$ cat src/rtl/tm1638_responder_pkg.sv
// Shared types for the TM1638 device-side responder: FSM states and command-byte fields.
package tm1638_responder_types;

  typedef enum logic [2:0] {
    IDLE    = 3'd0,
    CMD     = 3'd1,
    WR_DATA = 3'd2,
    RD_DATA = 3'd3,
    IGNORE  = 3'd4
  } state_t;

  localparam logic [1:0] CMD_NONE = 2'b00;
  localparam logic [1:0] CMD_DATA = 2'b01;
  localparam logic [1:0] CMD_CTRL = 2'b10;
  localparam logic [1:0] CMD_ADDR = 2'b11;

  localparam int unsigned BIT_READ    = 1;
  localparam int unsigned BIT_FIXED   = 2;
  localparam int unsigned BIT_DISP_ON = 3;

endpackage

$ cat src/rtl/tm1638_responder_if.sv
// STB/CLK/DIO link between a TM1638 controller (master) and the device end (slave).
interface tm1638_responder_if;
  logic stb;
  logic sclk;
  logic dio;
  logic resp;
  logic resp_en;

  modport master (output stb, output sclk, output dio, input resp, input resp_en);
  modport slave  (input stb, input sclk, input dio, output resp, output resp_en);
endinterface

$ cat src/rtl/tm1638_responder_sync.sv
// Synchronizes the asynchronous STB/CLK/DIO lines into the system clock and
// produces single-cycle CLK-rise and STB-rise/fall strobes.
module tm1638_responder_sync #(
  parameter int unsigned SYNC_STAGES = 2
) (
  input  logic clk,
  input  logic stb_async,
  input  logic sclk_async,
  input  logic dio_async,
  output logic stb,
  output logic dio,
  output logic sclk_rise,
  output logic stb_rise,
  output logic stb_fall
);

  logic [SYNC_STAGES-1:0] stb_sr;
  logic [SYNC_STAGES-1:0] sclk_sr;
  logic [SYNC_STAGES-1:0] dio_sr;
  logic                   stb_q;
  logic                   sclk_q;

  // Left unreset on purpose: the chain keeps tracking the live lines through a
  // reset, so releasing reset mid-frame cannot fabricate an STB edge.
  always_ff @(posedge clk) begin
    stb_sr  <= {stb_sr[SYNC_STAGES-2:0], stb_async};
    sclk_sr <= {sclk_sr[SYNC_STAGES-2:0], sclk_async};
    dio_sr  <= {dio_sr[SYNC_STAGES-2:0], dio_async};
    stb_q   <= stb_sr[SYNC_STAGES-1];
    sclk_q  <= sclk_sr[SYNC_STAGES-1];
  end

  assign stb       = stb_sr[SYNC_STAGES-1];
  assign dio       = dio_sr[SYNC_STAGES-1];
  assign sclk_rise = sclk_sr[SYNC_STAGES-1] & ~sclk_q;
  assign stb_rise  = stb & ~stb_q;
  assign stb_fall  = ~stb & stb_q;

endmodule

$ cat src/rtl/tm1638_responder.sv
// TM1638 device-end responder: decodes commands, holds display RAM, returns key bytes.
// Optional saturating error counter output enabled by TM1638_RESPONDER_ERR_CNT_EN.
module tm1638_responder
  import tm1638_responder_types::*;
#(
  parameter int unsigned SYNC_STAGES = 2,
  parameter int unsigned READ_BYTES  = 4,
  parameter int unsigned RAM_DEPTH   = 16
) (
  input  logic                         i_Clk,
  input  logic                         i_Rst,
  tm1638_responder_if.slave            spi,
  input  logic [8*READ_BYTES-1:0]      i_Keys,
  input  logic [$clog2(RAM_DEPTH)-1:0] i_Ram_Rd_Addr,
  output logic [7:0]                   o_Ram_Rd_Data,
  output logic                         o_Wr_Valid,
  output logic [$clog2(RAM_DEPTH)-1:0] o_Wr_Addr,
  output logic [7:0]                   o_Wr_Data,
  output logic                         o_Display_On,
  output logic [2:0]                   o_Brightness,
  output logic [2:0]                   o_Diag_State
`ifdef TM1638_RESPONDER_ERR_CNT_EN
  ,
  output logic [7:0]                   o_Err_Cnt
`endif
);

  localparam int unsigned AW  = $clog2(RAM_DEPTH);
  localparam int unsigned RW  = 8 * READ_BYTES;
  localparam int unsigned RCW = $clog2(RW);

  state_t          state;
  state_t          state_nxt;
  logic            stb;
  logic            dio;
  logic            sclk_rise;
  logic            stb_rise;
  logic            stb_fall;
  logic [2:0]      bit_cnt;
  logic [6:0]      sh_in;
  logic [7:0]      rx_byte;
  logic [AW-1:0]   ptr;
  logic [AW-1:0]   ptr_inc;
  logic            fixed_addr;
  logic [RW-1:0]   tx_sh;
  logic [RCW-1:0]  rd_cnt;
  logic            dio_en;
  logic [7:0]      ram [RAM_DEPTH];

  logic bit_strobe;
  logic abort;
  logic byte_done;
  logic cmd_done;
  logic wr_done;
  logic rd_enter;
  logic rd_shift;
  logic rd_last;

  tm1638_responder_sync #(.SYNC_STAGES(SYNC_STAGES)) u_sync (
    .clk       (i_Clk),
    .stb_async (spi.stb),
    .sclk_async(spi.sclk),
    .dio_async (spi.dio),
    .stb       (stb),
    .dio       (dio),
    .sclk_rise (sclk_rise),
    .stb_rise  (stb_rise),
    .stb_fall  (stb_fall)
  );

  // sh_in keeps the previous 7 bits; the arriving bit completes the byte, LSB first.
  assign rx_byte = {dio, sh_in};
  assign ptr_inc = (ptr == AW'(RAM_DEPTH - 1)) ? '0 : ptr + 1'b1;

  always_ff @(posedge i_Clk) begin
    if (i_Rst) state <= IDLE;
    else       state <= state_nxt;
  end

  always_comb begin
    state_nxt = state;
    if (stb_fall) begin
      state_nxt = CMD;
    end else if (stb_rise) begin
      state_nxt = IDLE;
    end else if (cmd_done) begin
      case (rx_byte[7:6])
        CMD_DATA: state_nxt = rx_byte[BIT_READ] ? RD_DATA : IGNORE;
        CMD_ADDR: state_nxt = WR_DATA;
        default:  state_nxt = IGNORE;
      endcase
    end else if (rd_last) begin
      state_nxt = IGNORE;
    end
  end

  // A fall seen outside IDLE is handled as a rise (abort) followed by a fresh CMD.
  always_comb begin
    bit_strobe   = sclk_rise && !stb && !stb_fall;
    abort        = stb_rise || stb_fall;
    byte_done    = bit_strobe && (bit_cnt == 3'd7) && (state == CMD || state == WR_DATA);
    cmd_done     = byte_done && (state == CMD);
    wr_done      = byte_done && (state == WR_DATA);
    rd_enter     = cmd_done && (rx_byte[7:6] == CMD_DATA) && rx_byte[BIT_READ];
    rd_shift     = bit_strobe && (state == RD_DATA);
    rd_last      = rd_shift && (rd_cnt == RCW'(RW - 1));
    o_Diag_State = state;
  end

  always_ff @(posedge i_Clk) begin
    if (i_Rst) begin
      bit_cnt      <= '0;
      sh_in        <= '0;
      ptr          <= '0;
      fixed_addr   <= 1'b0;
      tx_sh        <= '0;
      rd_cnt       <= '0;
      dio_en       <= 1'b0;
      o_Wr_Valid   <= 1'b0;
      o_Wr_Addr    <= '0;
      o_Wr_Data    <= '0;
      o_Display_On <= 1'b0;
      o_Brightness <= '0;
    end else begin
      o_Wr_Valid <= 1'b0;
      if (abort) begin
        bit_cnt <= '0;
        dio_en  <= 1'b0;
      end else begin
        if (bit_strobe && (state == CMD || state == WR_DATA)) begin
          sh_in   <= rx_byte[7:1];
          bit_cnt <= bit_cnt + 3'd1;
        end
        if (cmd_done) begin
          case (rx_byte[7:6])
            CMD_DATA: fixed_addr <= rx_byte[BIT_FIXED];
            CMD_ADDR: ptr <= rx_byte[AW-1:0];
            CMD_CTRL: begin
              o_Display_On <= rx_byte[BIT_DISP_ON];
              o_Brightness <= rx_byte[2:0];
            end
            default: ;
          endcase
        end
        if (wr_done) begin
          o_Wr_Valid <= 1'b1;
          o_Wr_Addr  <= ptr;
          o_Wr_Data  <= rx_byte;
          if (!fixed_addr) ptr <= ptr_inc;
        end
        if (rd_enter) begin
          tx_sh  <= i_Keys;
          rd_cnt <= '0;
          dio_en <= 1'b1;
        end else if (rd_shift) begin
          tx_sh  <= {1'b0, tx_sh[RW-1:1]};
          rd_cnt <= rd_cnt + 1'b1;
          if (rd_last) dio_en <= 1'b0;
        end
      end
    end
  end

  always_ff @(posedge i_Clk) begin
    if (i_Rst) begin
      for (int unsigned i = 0; i < RAM_DEPTH; i++) ram[i] <= '0;
      o_Ram_Rd_Data <= '0;
    end else begin
      if (wr_done) ram[ptr] <= rx_byte;
      o_Ram_Rd_Data <= ram[i_Ram_Rd_Addr];
    end
  end

  assign spi.resp    = tx_sh[0] & dio_en;
  assign spi.resp_en = dio_en;

`ifdef TM1638_RESPONDER_ERR_CNT_EN
  logic partial;
  logic err_evt;

  assign partial = (state == CMD || state == WR_DATA) && (bit_cnt != '0);
  assign err_evt = (abort && partial) || (cmd_done && (rx_byte[7:6] == CMD_NONE));

  always_ff @(posedge i_Clk) begin
    if (i_Rst)                           o_Err_Cnt <= '0;
    else if (err_evt && o_Err_Cnt != '1) o_Err_Cnt <= o_Err_Cnt + 8'd1;
  end
`endif

endmodule
$ cat src/flat_wrapper.sv
// flat-port wrapper written by rule: the top's interface ports become plain ports
module tm1638_responder_flat import tm1638_responder_types::*;
#(
  parameter int unsigned SYNC_STAGES = 2,
  parameter int unsigned READ_BYTES  = 4,
  parameter int unsigned RAM_DEPTH   = 16
)
  (i_Clk, i_Rst, i_Keys, i_Ram_Rd_Addr, o_Ram_Rd_Data, o_Wr_Valid, o_Wr_Addr, o_Wr_Data, o_Display_On, o_Brightness, o_Diag_State, spi_stb, spi_sclk, spi_dio, spi_resp, spi_resp_en);
  tm1638_responder_if spi_i ();
  input  logic i_Clk;
  input  logic i_Rst;
  input  logic [8*READ_BYTES-1:0] i_Keys;
  input  logic [$clog2(RAM_DEPTH)-1:0] i_Ram_Rd_Addr;
  output logic [7:0] o_Ram_Rd_Data;
  output logic o_Wr_Valid;
  output logic [$clog2(RAM_DEPTH)-1:0] o_Wr_Addr;
  output logic [7:0] o_Wr_Data;
  output logic o_Display_On;
  output logic [2:0] o_Brightness;
  output logic [2:0] o_Diag_State;
  input wire logic [$bits(spi_i.stb)-1:0] spi_stb;
  input wire logic [$bits(spi_i.sclk)-1:0] spi_sclk;
  input wire logic [$bits(spi_i.dio)-1:0] spi_dio;
  output wire logic [$bits(spi_i.resp)-1:0] spi_resp;
  output wire logic [$bits(spi_i.resp_en)-1:0] spi_resp_en;
  assign spi_i.stb = spi_stb;
  assign spi_i.sclk = spi_sclk;
  assign spi_i.dio = spi_dio;
  assign spi_resp = spi_i.resp;
  assign spi_resp_en = spi_i.resp_en;
  tm1638_responder #(.SYNC_STAGES(SYNC_STAGES), .READ_BYTES(READ_BYTES), .RAM_DEPTH(RAM_DEPTH)) u_core (.i_Clk(i_Clk), .i_Rst(i_Rst), .spi(spi_i), .i_Keys(i_Keys), .i_Ram_Rd_Addr(i_Ram_Rd_Addr), .o_Ram_Rd_Data(o_Ram_Rd_Data), .o_Wr_Valid(o_Wr_Valid), .o_Wr_Addr(o_Wr_Addr), .o_Wr_Data(o_Wr_Data), .o_Display_On(o_Display_On), .o_Brightness(o_Brightness), .o_Diag_State(o_Diag_State));
endmodule
$ cat config.mk
export PLATFORM = sky130hd
export DESIGN_NAME = tm1638_responder_flat
export DESIGN_NICKNAME = d
export VERILOG_FILES = /design/src/rtl/tm1638_responder_pkg.sv /design/src/rtl/tm1638_responder_if.sv /design/src/rtl/tm1638_responder_sync.sv /design/src/rtl/tm1638_responder.sv /design/src/flat_wrapper.sv
export SDC_FILE = /design/constraint.sdc
export NUM_CORES = 1
export LEC_CHECK = 0
export CORE_UTILIZATION = 53
export CTS_CLUSTER_SIZE = 30
export DETAILED_ROUTE_END_ITERATION = 16
export GPL_ROUTABILITY_DRIVEN = 0
export GPL_TIMING_DRIVEN = 0
export HOLD_SLACK_MARGIN = 0.02
export PLACE_DENSITY = 0.75
export SYNTH_ARGS = -nofsm -noshare
export SYNTH_HDL_FRONTEND = slang
export SYNTH_SLANG_ARGS = --single-unit
$ cat constraint.sdc
create_clock -name i_Clk -period 2.72 [get_ports i_Clk]
set_input_delay 0.544 -clock i_Clk [delete_from_list [all_inputs] [get_ports i_Clk]]
set_output_delay 0.544 -clock i_Clk [all_outputs]
set_load 0.05 [all_outputs]
### Yosys cells after proc, flatten, opt, wreduce, memory -nomap -nowiden

Memory sizes are Yosys's and may differ from the RTL's. A register that Yosys moved wholly into a read port is not among the register bits.
Index checks and enable logic that the tools add are counted.

* bits in registers: 81
* memories: 1
* bits of input ports: 41
* output and inout bits: 30
* RAM bits: 128
* logic and storage cells: 94

* mux-type cells: 26
* reductions and logical operators: 28
* bitwise operators: 8
* add/sub/neg operators: 3
* equal/unequal tests: 9

Memory list
* u_core.ram: depth 16, bits a word 8, read ports 1, clocked after Yosys merged registers in 1, write ports 16, line tm1638_responder.sv:48 `logic [7:0] ram [RAM_DEPTH];`

Operator list (count)
* $mux 32: 2
* $mux 4: 6
* $logic_and 1x1->1: 11
* $mux 1: 11
* $mux 5: 2
* $mux 3: 3
* $mux 8: 1
* $reduce_and 2->1: 4
* $reduce_or 8->1: 1
* $eq 3x2->1 const B: 2
* $pmux 3 s2: 1
* $reduce_and 3->1: 2
* $reduce_bool 2->1: 3
* $add 5x1->5 const B: 1
* $eq 5x5->1 const B: 1
* $add 4x1->4 const B: 1
* $and 1x1->1: 4
* $eq 2x2->1 const B: 2
* $eq 4x4->1 const B: 1
* $not 1->1: 4
* $reduce_bool 4->1: 1
* $add 3x1->3 const B: 1
* $eq 3x1->1 const B: 1
* $eq 3x3->1 const B: 1
* other kinds (5): 7

### Logic depth before layout (Yosys ltp)

Gate-level depths: netlist (run 1).

* depth after elaboration: 12
* depth in mapped cells: 8
* gate-level depth less buffers: 7

### Modules after synthesis

A second synthesis (run 1) with hierarchy kept.

* cells, all modules: 718
* area, all modules: 9514.1 µm²

Modules (own cells, without submodules)
* tm1638_responder: times used 1, cells each 707, area an instance 9332.7 µm²
* tm1638_responder_sync: times used 1, cells each 11, area an instance 181.4 µm²

### Worst setup path before layout (run 1)

No wires, ideal clock.

* path kind: reg-to-reg
* start point: register u_core.u_sync.stb_sr[1]
* end point: memory u_core.ram[10][0] (enable)
* setup time: 329 ps
* clock period less this slack: 2746 ps
* buffers on the path: 2
* setup slack: -26 ps
* stages on the path, launching flop included: 9
* data required time: 2391 ps
* arrival: 2417 ps
* path through: dfxtp_1 -> inv_1 -> ha_1 -> or4b_1 -> or3_1 -> buf_6 -> buf_8 -> nor3_4 -> or2_1

RTL lines
* from (decl): line tm1638_responder_sync.sv:17 `logic [SYNC_STAGES-1:0] stb_sr;`
* from (signal assigned): line tm1638_responder_sync.sv:26 `stb_sr <= {stb_sr[SYNC_STAGES-2:0], stb_async};`
* to (decl): line tm1638_responder.sv:48

==> impl_metrics.ini, run 1 <==
[status]
status = completed

[finish]
fin_util = 0.650
final_common_cell = and2_1
mostFrequentLayoutCells = and2_1, edfxtp_1, dfxtp_1
final_nets = 996
antenna_cells = 0
synthToLayoutAreaGrowth_pct = 19.4
fin_cells = 1189
drive_gt1_frac = 0.117

[synthesis]
synth_area_leader_cell = edfxtp_1
synth_fp_nets = 887
synth_cell_type_count = 59
synth_top_cell_area_share = 0.392
async_flop_share = 0
synth_edf_count = 128
syn_inst = 836
synth.area.top_cells = edfxtp_1, dfxtp_1, and2_1, mux2i_1, mux4_2
ys_ff_latch = 217
synth-main-ff-cell = edfxtp_1
syn_area_mm2 = 0.00981
avgSynthCellArea_um2 = 11.7
seq_area_frac_synth = 0.573
ys_warn_count = 0

[placement]
dp.cells = 1133
port_buffers = 68
place_ws_ns = -0.367
dp_hpwl_mm = 15.6

[sta]
slew_headroom = 0.356
period_minus_slack_ns = 2.61
setup_viol = 0
holdWs_ns = 0.327
period_share = 0.961
worst_slack_ns = 0.106
fin_skew_ns = 0.0173
worst_slew_pin_slew_ns = 0.964
fmax_mhz = 383
report.final.slew_viol_count = 0
hold_viol = 0

[drt]
drc = 0
postRouteAntennaNets = 0
vias_per_cell = 5.59
first_iter_violations = 482
wl_per_cell_um = 18.8
routed_wirelength_mm = 22.4
drtPass1Iterations = 5
num_vias = 6651

[setup_path]
crit_required_ns = 2.94
critPathMaxFanout = 10
worstPathArrival_ns = 2.83
crit_path_cell_trace = inv_1, ha_2, or4b_4, or3_1, buf_6, buf_8, nor3_4, or2_4
rrSetupSlack_ns = 0.11
critPathMaxStageDelay_ns = 0.56
worst_r2r_path_depth = 8
end_kind = flop
r2r-end = u_core.ram[11][4]
critPathSlowestCell = or4b_4
r2r-start = u_core.u_sync.stb_sr[1]
critPathLaunchType = flop
critical_path_class = flop to flop

[die]
die_h_um = 138
initial_utilization = 0.544
dieArea_mm2 = 0.0191
ios = 71
fp-row-count = 49
core_mm2 = 0.0180
fp.dieW_um = 138

[cts]
clk_latency_ns = 0.51
ctsHoldBuffers = 0
htree_num_levels = 1
cts_tree = built
cts.sinks = 217
clockBufferDepth = 3
clk_pin_slew_ns = 0.06
clock-root-buffer = clkbuf_16
cts_made_buffers = 23

[hold_path]
min_from = u_core.u_sync.dio_sr[0]
hold_path.class = flop to flop
hold_depth = 0
whs_endpoint = u_core.u_sync.dio_sr[1]

[pwr]
p_total_mw = 7.16
peakVddDrop_v = 0.000620
cellPowerDensity_mw_per_mm2 = 611
p_leak_nw = 4.22

[global_routing]
antenna_found_initial = 0
grt_overflow = 0
grt_pass1_wl_mm = 35.7
grt_pass1_vias = 6694
track_usage = 0.237
grt_start_max_net_pins = 15

[flow_run]
maxCapViolations = 0
## state kept, by name, indices dropped and copies added (netlist names)
| register | count |
|---|---|
| u_core.bit_cnt | 3 |
| u_core.fixed_addr | 1 |
| u_core.o_Brightness | 3 |
| u_core.o_Diag_State | 3 |
| u_core.o_Display_On | 1 |
| u_core.o_Ram_Rd_Data | 8 |
| u_core.o_Wr_Addr | 4 |
| u_core.o_Wr_Data | 8 |
| u_core.o_Wr_Valid | 1 |
| u_core.ptr | 4 |
| u_core.ram | 128 |
| u_core.rd_cnt | 5 |
| u_core.sh_in | 7 |
| u_core.spi.resp_en | 1 |
| u_core.tx_sh | 32 |
| u_core.u_sync.dio_sr | 2 |
| u_core.u_sync.sclk_q | 1 |
| u_core.u_sync.sclk_sr | 2 |
| u_core.u_sync.stb_q | 1 |
| u_core.u_sync.stb_sr | 2 |
## area by class of cell
class / instances / area (um2)
buffer: 60 / 253
clock buffer: 31 / 647
clock inverter: 9 / 96.3
fill: 1403 / 6310
inverter: 9 / 33.8
multi-input combinational: 550 / 3970
sequential: 217 / 5630
tap: 229 / 287
timing repair buffer: 84 / 801
## critical path, delay by kind of cell (launching register included)
kind / cells / cell delay [ns]
buffers and inverters: 3 / 0.40
and+or+nand+nor: 4 / 1.33
DFF: 1 / 0.38
adders and majority gates: 1 / 0.21
## where the power goes
group / switching [mW] / internal [mW]
registers: 0.0406 / 3.58
logic: 0.248 / 0.181
clock network: 1.25 / 1.85
total: 1.54 / 5.61
## synth_stat cells (6+ instances only)
master,n
a211oi_1,23
a21oi_1,28
a22oi_1,15
a311oi_1,17
and2_1,131
buf_1,9
clkbuf_1,44
dfxtp_1,89
edfxtp_1,128
ha_1,10
inv_1,9
mux2i_1,50
mux4_2,16
nand2_1,66
nand2b_1,8
nand3_1,13
nor2_1,65
nor2b_1,12
nor3_4,9
o21ai_0,13
or2_2,14
or3_1,6
## through the flow
step,TNS [ns],area (um2)
floorplan,0,9820
global placement,-24.14,10800
detailed placement,-31.62,10800
CTS,0,11700
global route,-0.0112,11700
finish,0,11700
## logic make-up (layout without fill, tap and decap cells)
| logic type | after synthesis | count (layout) | share of synthesized area |
|---|---|---|---|
| buf+inv | 69 | 193 | 0.0292 |
| fa+ha+maj | 10 | 10 | 0.0128 |
| xor+xnor | 2 | 2 | 0.00179 |
| simple gates | 360 | 360 | 0.216 |
| flops | 217 | 217 | 0.573 |
| compound gates | 111 | 111 | 0.0784 |
| mux | 67 | 67 | 0.0889 |
## routing by layer
| metal | track usage | share of wire | wire, um | vias up |
|---|---|---|---|---|
| met5 | 0 | 0 | 0 | - |
| met4 | 0.0740 | 0.028 | 618 | 0 |
| met3 | 0.0322 | 0.047 | 1050 | 36 |
| met2 | 0.406 | 0.50 | 11100 | 181 |
| met1 | 0.313 | 0.43 | 9610 | 3220 |
| li1 | - | - | - | 3214 |
## worst max path at each step
stage	slack, ns	endpoint	start	cells past startpoint
floorplan	0.06	u_core.ram[11][0]	u_core.u_sync.stb_sr[1]	8
CTS	0.02	u_core.ram[12][2]	u_core.u_sync.stb_sr[1]	7
finish	0.11	u_core.ram[11][4]	u_core.u_sync.stb_sr[1]	8
global route	-0.003	u_core.ram[11][4]	u_core.u_sync.stb_sr[1]	8
global placement	-0.31	u_core.ram[0][5]	u_core.u_sync.stb_sr[1]	7
detailed placement	-0.37	u_core.ram[0][6]	u_core.u_sync.stb_sr[1]	7
## repair_timing
item	in CTS	in global routing
setup endpoints to repair	144	90
buffers inserted	13	3
pin swaps	11	5
resized for setup	14	4
No activity file was read; power rests on OpenSTA's default activity.
==> run 2: changes to the inputs <==
- CTS_CLUSTER_SIZE: 30 -> default
==> results of run 2 <==
No change in the layout: final DEF, timing and power equal those of run 1.
